<file path="src/rtl/ahb_lite_bus_monitor_if.sv">
// AHB-Lite signal bundle shared by masters, slaves and passive observers.
// The monitor modport sees every signal as an input and drives nothing.
interface ahb_lite_if #(
  parameter int ADDR_WIDTH = 32,
  parameter int DATA_WIDTH = 32,
  parameter int NUM_SLAVES = 2
);
  logic [NUM_SLAVES-1:0] HSEL;
  logic [ADDR_WIDTH-1:0] HADDR;
  logic [1:0]            HTRANS;
  logic                  HWRITE;
  logic [2:0]            HSIZE;
  logic [2:0]            HBURST;
  logic [3:0]            HPROT;
  logic [DATA_WIDTH-1:0] HWDATA;
  logic [DATA_WIDTH-1:0] HRDATA;
  logic                  HREADY;
  logic                  HRESP;

  modport master (
    output HADDR, HTRANS, HWRITE, HSIZE, HBURST, HPROT, HWDATA,
    input  HRDATA, HREADY, HRESP
  );

  modport slave (
    input  HSEL, HADDR, HTRANS, HWRITE, HSIZE, HBURST, HPROT, HWDATA, HREADY,
    output HRDATA, HRESP
  );

  modport monitor (
    input HSEL, HADDR, HTRANS, HWRITE, HSIZE, HBURST, HPROT, HWDATA,
          HRDATA, HREADY, HRESP
  );
endinterface

</file>
<file path="src/rtl/ahb_lite_bus_monitor.sv">
// Passive AHB-Lite monitor: pairs address and data phases into records held
// in a FIFO, keeps saturating statistics and flags burst sequencing errors.
module ahb_lite_bus_monitor #(
  parameter int ADDR_WIDTH = 32,
  parameter int DATA_WIDTH = 32,
  parameter int NUM_SLAVES = 2,
  parameter int FIFO_DEPTH = 8
) (
  input  logic                          HCLK,
  input  logic                          HRESET,
  ahb_lite_if.monitor                   bus,
  input  logic                          clear,
  output logic                          rec_valid,
  input  logic                          rec_ready,
  output logic [ADDR_WIDTH-1:0]         rec_addr,
  output logic [DATA_WIDTH-1:0]         rec_data,
  output logic                          rec_write,
  output logic                          rec_err,
  output logic [2:0]                    rec_size,
  output logic [2:0]                    rec_burst,
  output logic [3:0]                    rec_prot,
  output logic [$clog2(NUM_SLAVES)-1:0] rec_sel,
  output logic [31:0]                   xfer_count,
  output logic [15:0]                   err_count,
  output logic [15:0]                   drop_count,
  output logic [3:0]                    viol
);
  // state   | meaning
  // ST_IDLE | no address phase awaiting its data phase
  // ST_DATA | pending register holds an accepted address phase
  localparam int SEL_W = $clog2(NUM_SLAVES);
  localparam int PTR_W = $clog2(FIFO_DEPTH);
  localparam logic [1:0] TR_IDLE   = 2'd0;
  localparam logic [1:0] TR_NONSEQ = 2'd2;
  localparam logic [1:0] TR_SEQ    = 2'd3;

  typedef enum logic {ST_IDLE = 1'b0, ST_DATA = 1'b1} state_t;

  typedef struct packed {
    logic [ADDR_WIDTH-1:0] addr;
    logic [DATA_WIDTH-1:0] data;
    logic                  write;
    logic                  err;
    logic [2:0]            size;
    logic [2:0]            burst;
    logic [3:0]            prot;
    logic [SEL_W-1:0]      sel;
  } rec_t;

  state_t state, state_nxt;
  logic   addr_acc, data_done;
  logic   is_seq, is_nonseq, is_idle, err_now, burst_active;
  logic   [SEL_W-1:0] sel_idx;
  logic   [3:0] v_det;

  rec_t   pend, new_rec, head;
  logic   [3:0] remaining;
  logic   incr_active, last_err;
  logic   [ADDR_WIDTH-1:0] exp_addr;

  rec_t   mem [FIFO_DEPTH];
  logic   [PTR_W-1:0] wr_ptr, rd_ptr, rd_next;
  logic   [PTR_W:0]   count, cnt_vis;
  logic   pop, full, push_ok, drop;

  function automatic logic [ADDR_WIDTH-1:0] next_addr(
    input logic [ADDR_WIDTH-1:0] a,
    input logic [2:0]            size,
    input logic [2:0]            burst
  );
    logic [ADDR_WIDTH-1:0] step, inc, bound_m1;
    step     = ADDR_WIDTH'(1) << size;
    inc      = a + step;
    bound_m1 = (step << (int'(burst[2:1]) + 1)) - ADDR_WIDTH'(1);
    if (burst[2:1] != 2'd0 && !burst[0])
      return (a & ~bound_m1) | (inc & bound_m1);
    return inc;
  endfunction

  always_comb begin
    sel_idx = '0;
    for (int i = NUM_SLAVES - 1; i >= 0; i--)
      if (bus.HSEL[i]) sel_idx = SEL_W'(i);
  end

  assign addr_acc  = bus.HREADY && bus.HTRANS[1] && (|bus.HSEL);
  assign is_seq    = addr_acc && (bus.HTRANS == TR_SEQ);
  assign is_nonseq = addr_acc && (bus.HTRANS == TR_NONSEQ);
  assign is_idle   = bus.HREADY && (bus.HTRANS == TR_IDLE);

  always_comb begin
    state_nxt = state;
    data_done = 1'b0;
    case (state)
      ST_IDLE: if (addr_acc) state_nxt = ST_DATA;
      ST_DATA: begin
        if (bus.HREADY) begin
          data_done = 1'b1;
          state_nxt = addr_acc ? ST_DATA : ST_IDLE;
        end
      end
      default: state_nxt = ST_IDLE;
    endcase
  end

  always_ff @(posedge HCLK) begin
    if (HRESET) begin
      state <= ST_IDLE;
      pend  <= '0;
    end else begin
      state <= state_nxt;
      if (addr_acc) begin
        pend.addr  <= bus.HADDR;
        pend.data  <= '0;
        pend.write <= bus.HWRITE;
        pend.err   <= 1'b0;
        pend.size  <= bus.HSIZE;
        pend.burst <= bus.HBURST;
        pend.prot  <= bus.HPROT;
        pend.sel   <= sel_idx;
      end
    end
  end

  assign err_now      = data_done && bus.HRESP;
  assign burst_active = (remaining != 4'd0) || incr_active;

  // An early NONSEQ/IDLE is the legal reaction to an error, so it is excused.
  always_comb begin
    v_det    = 4'd0;
    v_det[0] = is_seq && !burst_active;
    v_det[1] = is_seq && burst_active && (bus.HADDR != exp_addr);
    v_det[2] = (is_nonseq || is_idle) && (remaining != 4'd0) && !(err_now || last_err);
    v_det[3] = addr_acc && (|(bus.HSEL & (bus.HSEL - NUM_SLAVES'(1))));
  end

  always_ff @(posedge HCLK) begin
    if (HRESET) begin
      remaining   <= 4'd0;
      incr_active <= 1'b0;
      exp_addr    <= '0;
      last_err    <= 1'b0;
    end else begin
      if (data_done) last_err <= bus.HRESP;
      if (is_nonseq) begin
        remaining   <= (bus.HBURST[2:1] != 2'd0) ?
                       4'((5'd2 << bus.HBURST[2:1]) - 5'd1) : 4'd0;
        incr_active <= (bus.HBURST == 3'd1);
        exp_addr    <= next_addr(bus.HADDR, bus.HSIZE, bus.HBURST);
      end else if (is_seq) begin
        if (remaining != 4'd0) remaining <= remaining - 4'd1;
        exp_addr <= next_addr(bus.HADDR, bus.HSIZE, bus.HBURST);
      end else if (is_idle) begin
        remaining   <= 4'd0;
        incr_active <= 1'b0;
      end
    end
  end

  always_comb begin
    new_rec      = pend;
    new_rec.data = pend.write ? bus.HWDATA : bus.HRDATA;
    new_rec.err  = bus.HRESP;
  end

  assign pop     = rec_valid && rec_ready;
  assign full    = (count == (PTR_W+1)'(FIFO_DEPTH));
  assign push_ok = data_done && (!full || pop);
  assign drop    = data_done && full && !pop;
  assign rd_next = rd_ptr + PTR_W'(pop);
  // Entries written this edge are excluded so a new record appears one cycle later.
  assign cnt_vis = count - (PTR_W+1)'(pop);

  always_ff @(posedge HCLK) begin
    if (HRESET) begin
      wr_ptr    <= '0;
      rd_ptr    <= '0;
      count     <= '0;
      rec_valid <= 1'b0;
      head      <= '0;
    end else begin
      if (push_ok) wr_ptr <= wr_ptr + PTR_W'(1);
      rd_ptr    <= rd_next;
      count     <= count + (PTR_W+1)'(push_ok) - (PTR_W+1)'(pop);
      rec_valid <= (cnt_vis != '0);
      if (cnt_vis != '0) head <= mem[rd_next];
    end
  end

  always_ff @(posedge HCLK) begin
    if (push_ok) mem[wr_ptr] <= new_rec;
  end

  assign rec_addr  = head.addr;
  assign rec_data  = head.data;
  assign rec_write = head.write;
  assign rec_err   = head.err;
  assign rec_size  = head.size;
  assign rec_burst = head.burst;
  assign rec_prot  = head.prot;
  assign rec_sel   = head.sel;

  always_ff @(posedge HCLK) begin
    if (HRESET || clear) begin
      xfer_count <= '0;
      err_count  <= '0;
      drop_count <= '0;
      viol       <= '0;
    end else begin
      if (data_done && xfer_count != '1) xfer_count <= xfer_count + 32'd1;
      if (err_now && err_count != '1)    err_count  <= err_count + 16'd1;
      if (drop && drop_count != '1)      drop_count <= drop_count + 16'd1;
      viol <= viol | v_det;
    end
  end
endmodule

</file>
<file path="src/flat_wrapper.sv">
// flat-port wrapper written by rule: the top's interface ports become plain ports
module ahb_lite_bus_monitor_flat 
#(
  parameter int ADDR_WIDTH = 32,
  parameter int DATA_WIDTH = 32,
  parameter int NUM_SLAVES = 2,
  parameter int FIFO_DEPTH = 8
)
  (HCLK, HRESET, clear, rec_valid, rec_ready, rec_addr, rec_data, rec_write, rec_err, rec_size, rec_burst, rec_prot, rec_sel, xfer_count, err_count, drop_count, viol, bus_HSEL, bus_HADDR, bus_HTRANS, bus_HWRITE, bus_HSIZE, bus_HBURST, bus_HPROT, bus_HWDATA, bus_HRDATA, bus_HREADY, bus_HRESP);
  ahb_lite_if #(.ADDR_WIDTH(ADDR_WIDTH), .DATA_WIDTH(DATA_WIDTH), .NUM_SLAVES(NUM_SLAVES)) bus_i ();
  input  logic HCLK;
  input  logic HRESET;
  input  logic clear;
  output logic rec_valid;
  input  logic rec_ready;
  output logic [ADDR_WIDTH-1:0] rec_addr;
  output logic [DATA_WIDTH-1:0] rec_data;
  output logic rec_write;
  output logic rec_err;
  output logic [2:0] rec_size;
  output logic [2:0] rec_burst;
  output logic [3:0] rec_prot;
  output logic [$clog2(NUM_SLAVES)-1:0] rec_sel;
  output logic [31:0] xfer_count;
  output logic [15:0] err_count;
  output logic [15:0] drop_count;
  output logic [3:0] viol;
  input wire logic [$bits(bus_i.HSEL)-1:0] bus_HSEL;
  input wire logic [$bits(bus_i.HADDR)-1:0] bus_HADDR;
  input wire logic [$bits(bus_i.HTRANS)-1:0] bus_HTRANS;
  input wire logic [$bits(bus_i.HWRITE)-1:0] bus_HWRITE;
  input wire logic [$bits(bus_i.HSIZE)-1:0] bus_HSIZE;
  input wire logic [$bits(bus_i.HBURST)-1:0] bus_HBURST;
  input wire logic [$bits(bus_i.HPROT)-1:0] bus_HPROT;
  input wire logic [$bits(bus_i.HWDATA)-1:0] bus_HWDATA;
  input wire logic [$bits(bus_i.HRDATA)-1:0] bus_HRDATA;
  input wire logic [$bits(bus_i.HREADY)-1:0] bus_HREADY;
  input wire logic [$bits(bus_i.HRESP)-1:0] bus_HRESP;
  assign bus_i.HSEL = bus_HSEL;
  assign bus_i.HADDR = bus_HADDR;
  assign bus_i.HTRANS = bus_HTRANS;
  assign bus_i.HWRITE = bus_HWRITE;
  assign bus_i.HSIZE = bus_HSIZE;
  assign bus_i.HBURST = bus_HBURST;
  assign bus_i.HPROT = bus_HPROT;
  assign bus_i.HWDATA = bus_HWDATA;
  assign bus_i.HRDATA = bus_HRDATA;
  assign bus_i.HREADY = bus_HREADY;
  assign bus_i.HRESP = bus_HRESP;
  ahb_lite_bus_monitor #(.ADDR_WIDTH(ADDR_WIDTH), .DATA_WIDTH(DATA_WIDTH), .NUM_SLAVES(NUM_SLAVES), .FIFO_DEPTH(FIFO_DEPTH)) u_core (.HCLK(HCLK), .HRESET(HRESET), .bus(bus_i), .clear(clear), .rec_valid(rec_valid), .rec_ready(rec_ready), .rec_addr(rec_addr), .rec_data(rec_data), .rec_write(rec_write), .rec_err(rec_err), .rec_size(rec_size), .rec_burst(rec_burst), .rec_prot(rec_prot), .rec_sel(rec_sel), .xfer_count(xfer_count), .err_count(err_count), .drop_count(drop_count), .viol(viol));
endmodule
</file>
<file path="config.mk">
export PLATFORM = sky130hd
export DESIGN_NAME = ahb_lite_bus_monitor_flat
export DESIGN_NICKNAME = d
export VERILOG_FILES = /design/src/rtl/ahb_lite_bus_monitor_if.sv /design/src/rtl/ahb_lite_bus_monitor.sv /design/src/flat_wrapper.sv
export SDC_FILE = /design/constraint.sdc
export NUM_CORES = 1
export LEC_CHECK = 0
export ABC_AREA = 1
export BUFFER_PORTS_ARGS = -buffer_cell sky130_fd_sc_hd__buf_2
export CELL_PAD_IN_SITES_DETAIL_PLACEMENT = 1
export CELL_PAD_IN_SITES_GLOBAL_PLACEMENT = 2
export CORE_ASPECT_RATIO = 1.4
export CORE_MARGIN = 3
export CORE_UTILIZATION = 40
export CTS_CLUSTER_SIZE = 40
export DETAILED_ROUTE_END_ITERATION = 10
export GPL_ROUTABILITY_DRIVEN = 0
export GPL_TIMING_DRIVEN = 0
export PLACE_DENSITY = 0.92
export REMOVE_ABC_BUFFERS = 1
export SLEW_MARGIN = 20
export SYNTH_ARGS = -nofsm -noshare
export SYNTH_HDL_FRONTEND = slang
export SYNTH_SLANG_ARGS = --single-unit
</file>
<file path="constraint.sdc">
create_clock -name HCLK -period 5.2 [get_ports HCLK]
set_input_delay 0.26 -clock HCLK [delete_from_list [all_inputs] [get_ports HCLK]]
set_output_delay 0.26 -clock HCLK [all_outputs]
set_load 0.01 [all_outputs]
</file>
---- Word level (Yosys, flattened, before mapping) ----
Memory sizes are Yosys's and may differ from the RTL's. A register that Yosys moved wholly into a read port is not among the register bits.
Index checks and enable logic that the tools add are counted.
operators by class
  $add $sub $neg .......................... 14
  equal/unequal tests ..................... 10
  shift operators ......................... 3
  multiplexer cells ....................... 29
  bitwise operators ....................... 7
  reduce and logical (&&, ||, !) cells .... 41
operators by type and width
  kind                                                 number
  two-way mux 32 bit                                   6
  bitwise AND 32 bit                                   2
  adder 16 x 1 -> 16 bit (second input constant)       2
  adder 32 x 1 -> 32 bit (second input constant)       1
  adder 32 bit                                         1
  != test 16 bit (second input constant)               2
  != test 32 bit                                       1
  != test 32 bit (second input constant)               1
  inverter 32 bit                                      1
  OR 32 bit                                            1
  << shifter 1 x 3 -> 32 bit (first input constant)    1
  << shifter 32 x 32 -> 32 bit                         1
  subtractor 32 x 1 -> 32 bit (second input constant)  1
  logical AND 1 bit                                    20
  two-way mux 4 bit                                    5
  two-way mux 1 bit                                    17
  nonzero test 4 bit                                   2
  subtractor 4 x 1 -> 4 bit                            2
  subtractor 4 x 1 -> 4 bit (second input constant)    2
  nonzero test 2 bit                                   3
  logical NOT 1 bit                                    5
  logical OR 1 bit                                     5
  adder 4 x 1 -> 4 bit                                 1
  equality test 2 bit (second input constant)          2
  17 further kinds                                     19
storage, ports and cells
  register bits ........................... 162
  memory bits (writable) .................. 616
  bits of input ports ..................... 117
  output and inout bits ................... 146
  word-level logic and storage cells ...... 124
  memories kept ........................... 1
memories
  name        words  width  read ports  clocked after Yosys merged registers in  write ports  RTL line                    RTL
  u_core.mem  8      77     1           1                                        1            ahb_lite_bus_monitor.sv:61  rec_t mem [FIFO_DEPTH];

---- Depth between registers and ports, before layout ----
Gate-level depths: netlist of run 1.
  depth after elaboration ................. 10
  gate-level depth with buffers ........... 21
  gate-level depth less buffers ........... 19

---- Least setup slack after synthesis of run 1 ----
OpenSTA, ideal clock, no wires.
  path type ............................... register to register
  start ................................... register u_core.count[2]
  end ..................................... memory u_core.mem[0][0] in the netlist's numbering (enable)
  arrival ................................. 4191 ps
  data required time ...................... 4687 ps
  slack ................................... 497 ps
  stages on the path, launching flop included .. 8
  clock period less this slack ............ 4703 ps
  path through ............................ dfxtp_1 inv_1 ha_1 nand4_1 nand2_1 inv_1 nand2_1 nor2_1
on the way
  word-level cells in the longest chain between the ends .. 6
ends and longest elaborated chain
  element                                  RTL line                     RTL
  start: declaration                       ahb_lite_bus_monitor.sv:63   logic [PTR_W:0] count, cnt_vis;
  start signal: assignment                 ahb_lite_bus_monitor.sv:184  count <= count + (PTR_W+1)'(push_ok) - (PTR_W+1)'(pop);
  equality test 4 bit                      ahb_lite_bus_monitor.sv:167  assign full = (count == (PTR_W+1)'(FIFO_DEPTH));
  logical NOT 1 bit                        ahb_lite_bus_monitor.sv:168  assign push_ok = data_done && (!full || pop);
  logical OR 1 bit                         ahb_lite_bus_monitor.sv:168
  logical AND 1 bit                        ahb_lite_bus_monitor.sv:168
  named net u_core.push_ok                 ahb_lite_bus_monitor.sv:64   logic pop, full, push_ok, drop;
  two-way mux 1 bit                        ahb_lite_bus_monitor.sv:191  if (push_ok) mem[wr_ptr] <= new_rec;
  two-way mux 1 bit (not written as such)  ahb_lite_bus_monitor.sv:191
  end: declaration                         ahb_lite_bus_monitor.sv:61
The timed path passes the listed nets, and every way through them passes these cells.

---- Worst setup path in the final report of run 1 ----
  start ................................... register u_core.rec_valid
  end ..................................... register, netlist name u_core.rec_addr[13]
on the way
  word-level cells in the longest chain between the ends .. 3
ends and longest elaborated chain
  element                    RTL line                     RTL
  start: declaration         ahb_lite_bus_monitor.sv:13   output logic rec_valid,
  start signal: assignment   ahb_lite_bus_monitor.sv:185  rec_valid <= (cnt_vis != '0);
  logical AND 1 bit (*)      ahb_lite_bus_monitor.sv:166  assign pop = rec_valid && rec_ready;
  subtractor 4 x 1 -> 4 bit  ahb_lite_bus_monitor.sv:172  assign cnt_vis = count - (PTR_W+1)'(pop);
  nonzero test 4 bit         ahb_lite_bus_monitor.sv:186  if (cnt_vis != '0) head <= mem[rd_next];
Every way passes the cells marked *; elsewhere a longest branch is shown, timed or not.
A chain may end at the register's enable or synchronous reset.

==> results of run 1 <==
==> layout make-up <==
type,count,area [sq um]
diodes,8,20.0
clock buffers,106,2290
clock inverters,48,510
fillers,9485,45100
inverters,163,642
multi-input cells,2049,10600
flip-flops and latches,855,23300
well taps,1170,1460
repair buffers,370,3140
==> routing by layer <==
metal  GRT usage (%)  wire length (um)
met3            3.73              5460
met5               0                62
met2            42.1             55500
met1            26.6             42000
met4            8.66              3530
==> worst max-delay path, stage by stage (launching register included) <==
cell,delay [ns]
dfxtp_1,0.31
nand2_1,0.08
inv_1,0.09
ha_4,0.17
ha_4,0.15
xnor2_2,0.36
buf_6,0.25
buf_6,0.20
clkinv_1,0.84
o21ai_0,0.88
a21oi_1,0.12
==> cell usage in the layout, fill, tap and decap left out, types with 19 or more instances in the layout <==
master / synthesis / routed
clkbuf_16: 0 / 86
nor2_1: 487 / 476
edfxtp_1: 616 / 616
o22ai_1: 79 / 79
buf_16: 0 / 26
nand4_1: 46 / 46
dfxtp_1: 239 / 238
buf_12: 0 / 27
o221ai_1: 78 / 78
xnor2_1: 31 / 30
buf_2: 7 / 261
mux2_2: 32 / 32
nand3_1: 112 / 112
o21ai_0: 550 / 550
dlygate4sd3_1: 0 / 45
ha_1: 21 / 19
nand2_1: 295 / 294
inv_1: 153 / 148
a21oi_1: 166 / 166
nor3_1: 39 / 39
==> worst paths after layout <==
| check | endpoint | slack, ns |
|---|---|---|
| hold / removal | u_core.mem[6][30] | 0.04 |
| setup / recovery | u_core.rec_addr[13] | 1.59 |
| setup reg to reg | u_core.rec_addr[13] | 1.59 |
| hold reg to reg | u_core.viol[2] | 0.47 |
==> registers in the layout, indices dropped and copies added, names as in the netlist, 3 cells and up <==
name and count:
u_core.count 4, u_core.mem 616, u_core.rec_size 3, u_core.viol 4
u_core.rec_prot 4, u_core.rec_addr 32, u_core.rd_ptr 3, u_core.rec_data 32
u_core.remaining 4, u_core.xfer_count 32, u_core.rec_burst 3, u_core.drop_count 16
u_core.wr_ptr 3, u_core.exp_addr 32, u_core.new_rec 44, u_core.err_count 16
==> cells by family (layout without fill, tap and decap cells) <==
| kind of cell | Yosys count | in the layout | share of synthesized area [%] |
|---|---|---|---|
| flops | 855 | 855 | 66.2 |
| fa+ha+maj | 22 | 22 | 0.804 |
| compound gates | 928 | 928 | 14.7 |
| other cells | 0 | 8 | 0 |
| xor+xnor | 42 | 42 | 1.05 |
| simple gates | 1025 | 1025 | 12.3 |
| mux | 32 | 32 | 1.02 |
| buf+inv | 357 | 687 | 3.93 |
==> power by group through the flow <==
| stage | Combinational (mW) | Sequential, mW | Clock (mW) |
|---|---|---|---|
| finish | 4.35 | 7.90 | 6.20 |
| global route | 4.85 | 7.95 | 6.60 |
| CTS | 4.40 | 7.90 | 6.32 |
| detailed placement | 4.32 | 8.05 | 0 |
| global placement | 3.12 | 8.05 | 0 |
| floorplan | 2.50 | 8.11 | 0 |
==> through the flow <==
step | worst slack, ns | power (mW) | hold WS (ns)
after detailed placement | 1.27 | 12.4 | 0.453
after global placement | -21.19 | 11.2 | 0.450
after CTS | 1.70 | 18.6 | 0.000295
after global routing | 1.36 | 19.4 | 0.0413
after floorplan | -7.03 | 10.6 | 0.327
final | 1.59 | 18.4 | 0.0394
==> repair_timing <==
item | CTS | global route
gates resized for setup | 0 | 0
hold endpoints to repair | 80 | 0
hold buffers | 45 | 0
==> results.yml, run 1 <==
critical_path:
  cp.arrival_ns: 4.11
  required_ns: 5.70
  setup.worst_path.start_class: "register"
  r2r-start: "u_core.rec_valid"
  r2r_cells: 10
  critPathKind: "reg2reg"
  cp_max_fo: 29
  endpoint_kind: "register"
  startpoint: "u_core.rec_valid"
drt:
  viasPerCell: 5.59
  finalWirelength_mm: 106
  drcViolationCount: 0
  vias: 26700
  wl_per_cell_um: 22.3
  ant_nets: 0
  drt_first_pass_iters: 7
  dr.first_iter.drc_count: 1639
die:
  die_h_um: 357
  die_w_um: 257
  num_rows: 128
  start_util_pct: 40.4
  io_pins: 263
  die_area_sq_um: 91600
  core_sq_um: 87100
outcome:
  status: "completed"
clocking:
  cts_tree: "yes"
  h-tree-depth: 3
  clk_latency_ns: 0.66
  clock-sinks: 855
  clk_pin_slew_ns: 0.07
  clockRootBuffer: "clkbuf_16"
  numCtsBuffers: 84
  cts_setup_buffers: 0
  cts_buffer_depth: 3
layout:
  postLayoutCellArea_sq_um: 42000
  area_delta_synth_final_pct: 19.3
  nets: 3662
  drive_gt1_share_pct: 15.2
  stdcell_count: 4769
  final_util_pct: 48.2
timing:
  worstMarginPinSlew_ns: 1.07
  fmax_mhz: 277
  fin_crit_ns: 3.61
  drv_slew: 0
  setup_violations: 0
  rsz0062_at_grt: "no"
  relSlewSlack_pct: 28.1
  min_period_over_period_pct: 69.5
  skew_ns: 0.0307
  timing_hold_violations_final: 0
  tns_ns: 0
run:
  drv_cap: 0
power_and_ir_drop:
  clkPwrFrac_pct: 33.6
  p_comb_share_pct: 23.6
  peakVddDrop_uv: 364
  power.density_nw_per_um2: 439
  p_seq_share_pct: 42.8
  switching_share_pct: 31.6
  p_int_mw: 12.6
  switchingPower_mw: 5.83
  power.static_leakage_nw: 14.9
global_route:
  grt_max_degree: 129
  grt_pass1_wl_mm: 163
  gr-usage-all-layers_pct: 22.8
  antenna_found_initial: 13
  grt_pass1_vias: 28300
  grt-ovfl-total: 0
yosys:
  synthCells: 3261
  synth_area_per_cell_sq_um: 10.8
  ys_ff_latch: 855
  yosysWarningCount: 0
  synth-seq-area-share_pct: 66.2
  synth.area.top_cells: "edfxtp_1 53%, dfxtp_1 14%, o21ai_0 7.8%"
  synth-async-reset-ratio_pct: 0
  synth.cell_area_sq_um: 35200
  synth_common_cells: "616 x edfxtp_1, 550 x o21ai_0, 487 x nor2_1, 295 x nand2_1, 239 x dfxtp_1"
  synth_top_cell_by_area: "edfxtp_1"
  synth_edf_count: 616
  synth_ff_type: "edfxtp_1"
  yosysMostFrequentCell: "edfxtp_1"
  ys_types: 54
  yosysTopAreaCellShare_pct: 52.6
place:
  place_hpwl_mm: 68.7
  placed_area_sq_um: 38700
  dp_cells: 4562
  port_buffers: 262
min_path:
  worstHoldPathCells: 2
  hold_start: "bus_HRDATA[17]"
  hold_class: "in2reg"
(Power assumes the default switching activity.)
==> run 2: changes to the inputs <==
==> constraint.sdc (replaced) <==
create_clock -name HCLK -period 3.8 [get_ports HCLK]
set_input_delay 0.19 -clock HCLK [delete_from_list [all_inputs] [get_ports HCLK]]
set_output_delay 0.19 -clock HCLK [all_outputs]
set_load 0.01 [all_outputs]
==> results.yml, run 2 (synthesized netlist as in run 1, its figures left out) <==
drt:
  vias: 27000
  finalWirelength_mm: 108
  viasPerCell: 5.57
  drt_first_pass_iters: 6
  drcViolationCount: 0
  dr.first_iter.drc_count: 1562
  ant_nets: 0
  wl_per_cell_um: 22.3
timing:
  fin_crit_ns: 3.50
  relSlewSlack_pct: 22.3
  setup_violations: 0
  skew_ns: 0.0300
  fmax_mhz: 286
  drv_slew: 0
  timing_hold_violations_final: 0
  worstMarginPinSlew_ns: 1.17
  rsz0062_at_grt: "no"
  min_period_over_period_pct: 92.2
  finalWorstSetupSlack_ns: 0.297
place:
  place_ws_ns: -0.0612
  port_buffers: 262
  dp_cells: 4562
  place_hpwl_mm: 68.7
die:
  num_rows: 128
  io_pins: 263
  die_area_sq_um: 91600
  core_sq_um: 87100
  start_util_pct: 40.4
  die_h_um: 357
  die_w_um: 257
layout:
  drive_gt1_share_pct: 15.0
  nFillCells: 9447
  top_register: "u_core.mem"
  area_delta_synth_final_pct: 21.2
  layout_commonest_cell: "edfxtp_1"
  stdcell_count: 4837
  largest_reg_flops: 616
  most-common-layout-cells: "616 x edfxtp_1, 550 x o21ai_0, 476 x nor2_1"
  final_util_pct: 49.0
  nets: 3729
clocking:
  h-tree-depth: 3
  clk_latency_ns: 0.66
  clk_pin_slew_ns: 0.06
  cts_tree: "yes"
  cts_setup_buffers: 0
  numCtsBuffers: 84
  cts_buffer_depth: 3
  clock-sinks: 855
  clockRootBuffer: "clkbuf_16"
critical_path:
  max_stage_delay_ns: 0.42
  r2r_cells: 12
  required_ns: 4.37
  cp.arrival_ns: 4.08
  crit_top_cell: "buf_16"
  critPathKind: "reg2reg"
  endpoint_kind: "register"
  cp_max_fo: 128
  r2r-start: "u_core.rec_valid"
  crit_chain: "nand2_1, inv_1, ha_4, buf_16, buf_16, inv_8, buf_16, buf_16, o21ai_0, o221ai_1, o21ai_0, a21oi_1"
  setup.worst_path.start_class: "register"
  startpoint: "u_core.rec_valid"
  crit_slowest_cell: "buf_16"
power_and_ir_drop:
  peakVddDrop_uv: 503
  p_int_mw: 17.3
  p_seq_share_pct: 42.6
  power.density_nw_per_um2: 595
  switching_share_pct: 31.7
  p_comb_share_pct: 23.9
  clkPwrFrac_pct: 33.5
  switchingPower_mw: 8.05
  power.static_leakage_nw: 15.1
min_path:
  hold_class: "in2reg"
  worstHoldPathCells: 2
  hold_start: "bus_HRDATA[13]"
global_route:
  grt_max_degree: 129
  grt-ovfl-total: 0
  gr-usage-all-layers_pct: 23.1
  grt_pass1_wl_mm: 166
  antenna_found_initial: 13
  grt_pass1_vias: 28800
run:
  drv_cap: 0
outcome:
  status: "completed"
run 2: what timing repair did:
item / 4_1_cts / 5_1_grt
hold buffers: 112 / 0
setup endpoints to repair: 0 / 2
endpoints found under the hold margin: 342 / 0
resized for setup: 0 / 2
run 2: power groups by stage:
stage                     clock (mW)  sequential (mW)  combinational [mW]
final                           8.49             10.8                6.06
after CTS                       8.65             10.8                6.08
after global placement             0             10.9                3.46
after detailed placement           0             11.0                5.92
after floorplan                    0             11.1                3.03
after global routing            9.03             10.9                6.72
run 2: metrics by stage:
stage	power (mW)	hold slack [ns]	instance area, sq um	setup TNS [ns]
final	25.4	0.0391	42700	0
after floorplan	14.1	0.257	34400	-1300.33
after global routing	26.6	0.0323	42600	0
after detailed placement	16.9	0.415	38700	-0.0612
after global placement	14.3	0.416	37200	-5377.58
after CTS	25.6	0.0158	42600	0
run 2: area by class of cell:
class | instances | area, sq um | share of cell area (%)
flip-flops and latches | 855 | 23300 | 54.6
multi-input cells | 2049 | 10600 | 24.9
repair buffers | 437 | 3800 | 8.92
clock buffers | 106 | 2290 | 5.36
well taps | 1170 | 1460 | 3.43
inverters | 163 | 646 | 1.51
clock inverters | 48 | 510 | 1.20
diodes | 9 | 22.5 | 0.0528
run 2: path summary, 6_finish.rpt:
check                            end  slack, ns
hold / removal     u_core.mem[5][26]       0.04
setup reg to reg  u_core.rec_size[1]       0.30
setup / recovery  u_core.rec_size[1]       0.30
hold reg to reg       u_core.viol[2]       0.47
run 2: critical path: cells and delay by family, from the launching register on:
family	cells	cell delay [ns]
and+or+nand+nor	1	0.07
DFF	1	0.32
AOI/OAI and AO/OA	4	0.81
buffers and inverters	6	1.73
adders and majority gates	1	0.25
run 2: routing by layer:
| metal | vias up | wire, um | global-route usage [%] |
|---|---|---|---|
| li1 | 12400 | - | - |
| met1 | 13600 | 42300 | 26.8 |
| met2 | 772 | 56300 | 42.5 |
| met3 | 190 | 5600 | 3.82 |
| met4 | 10 | 3510 | 8.91 |
| met5 | - | 62 | 0 |
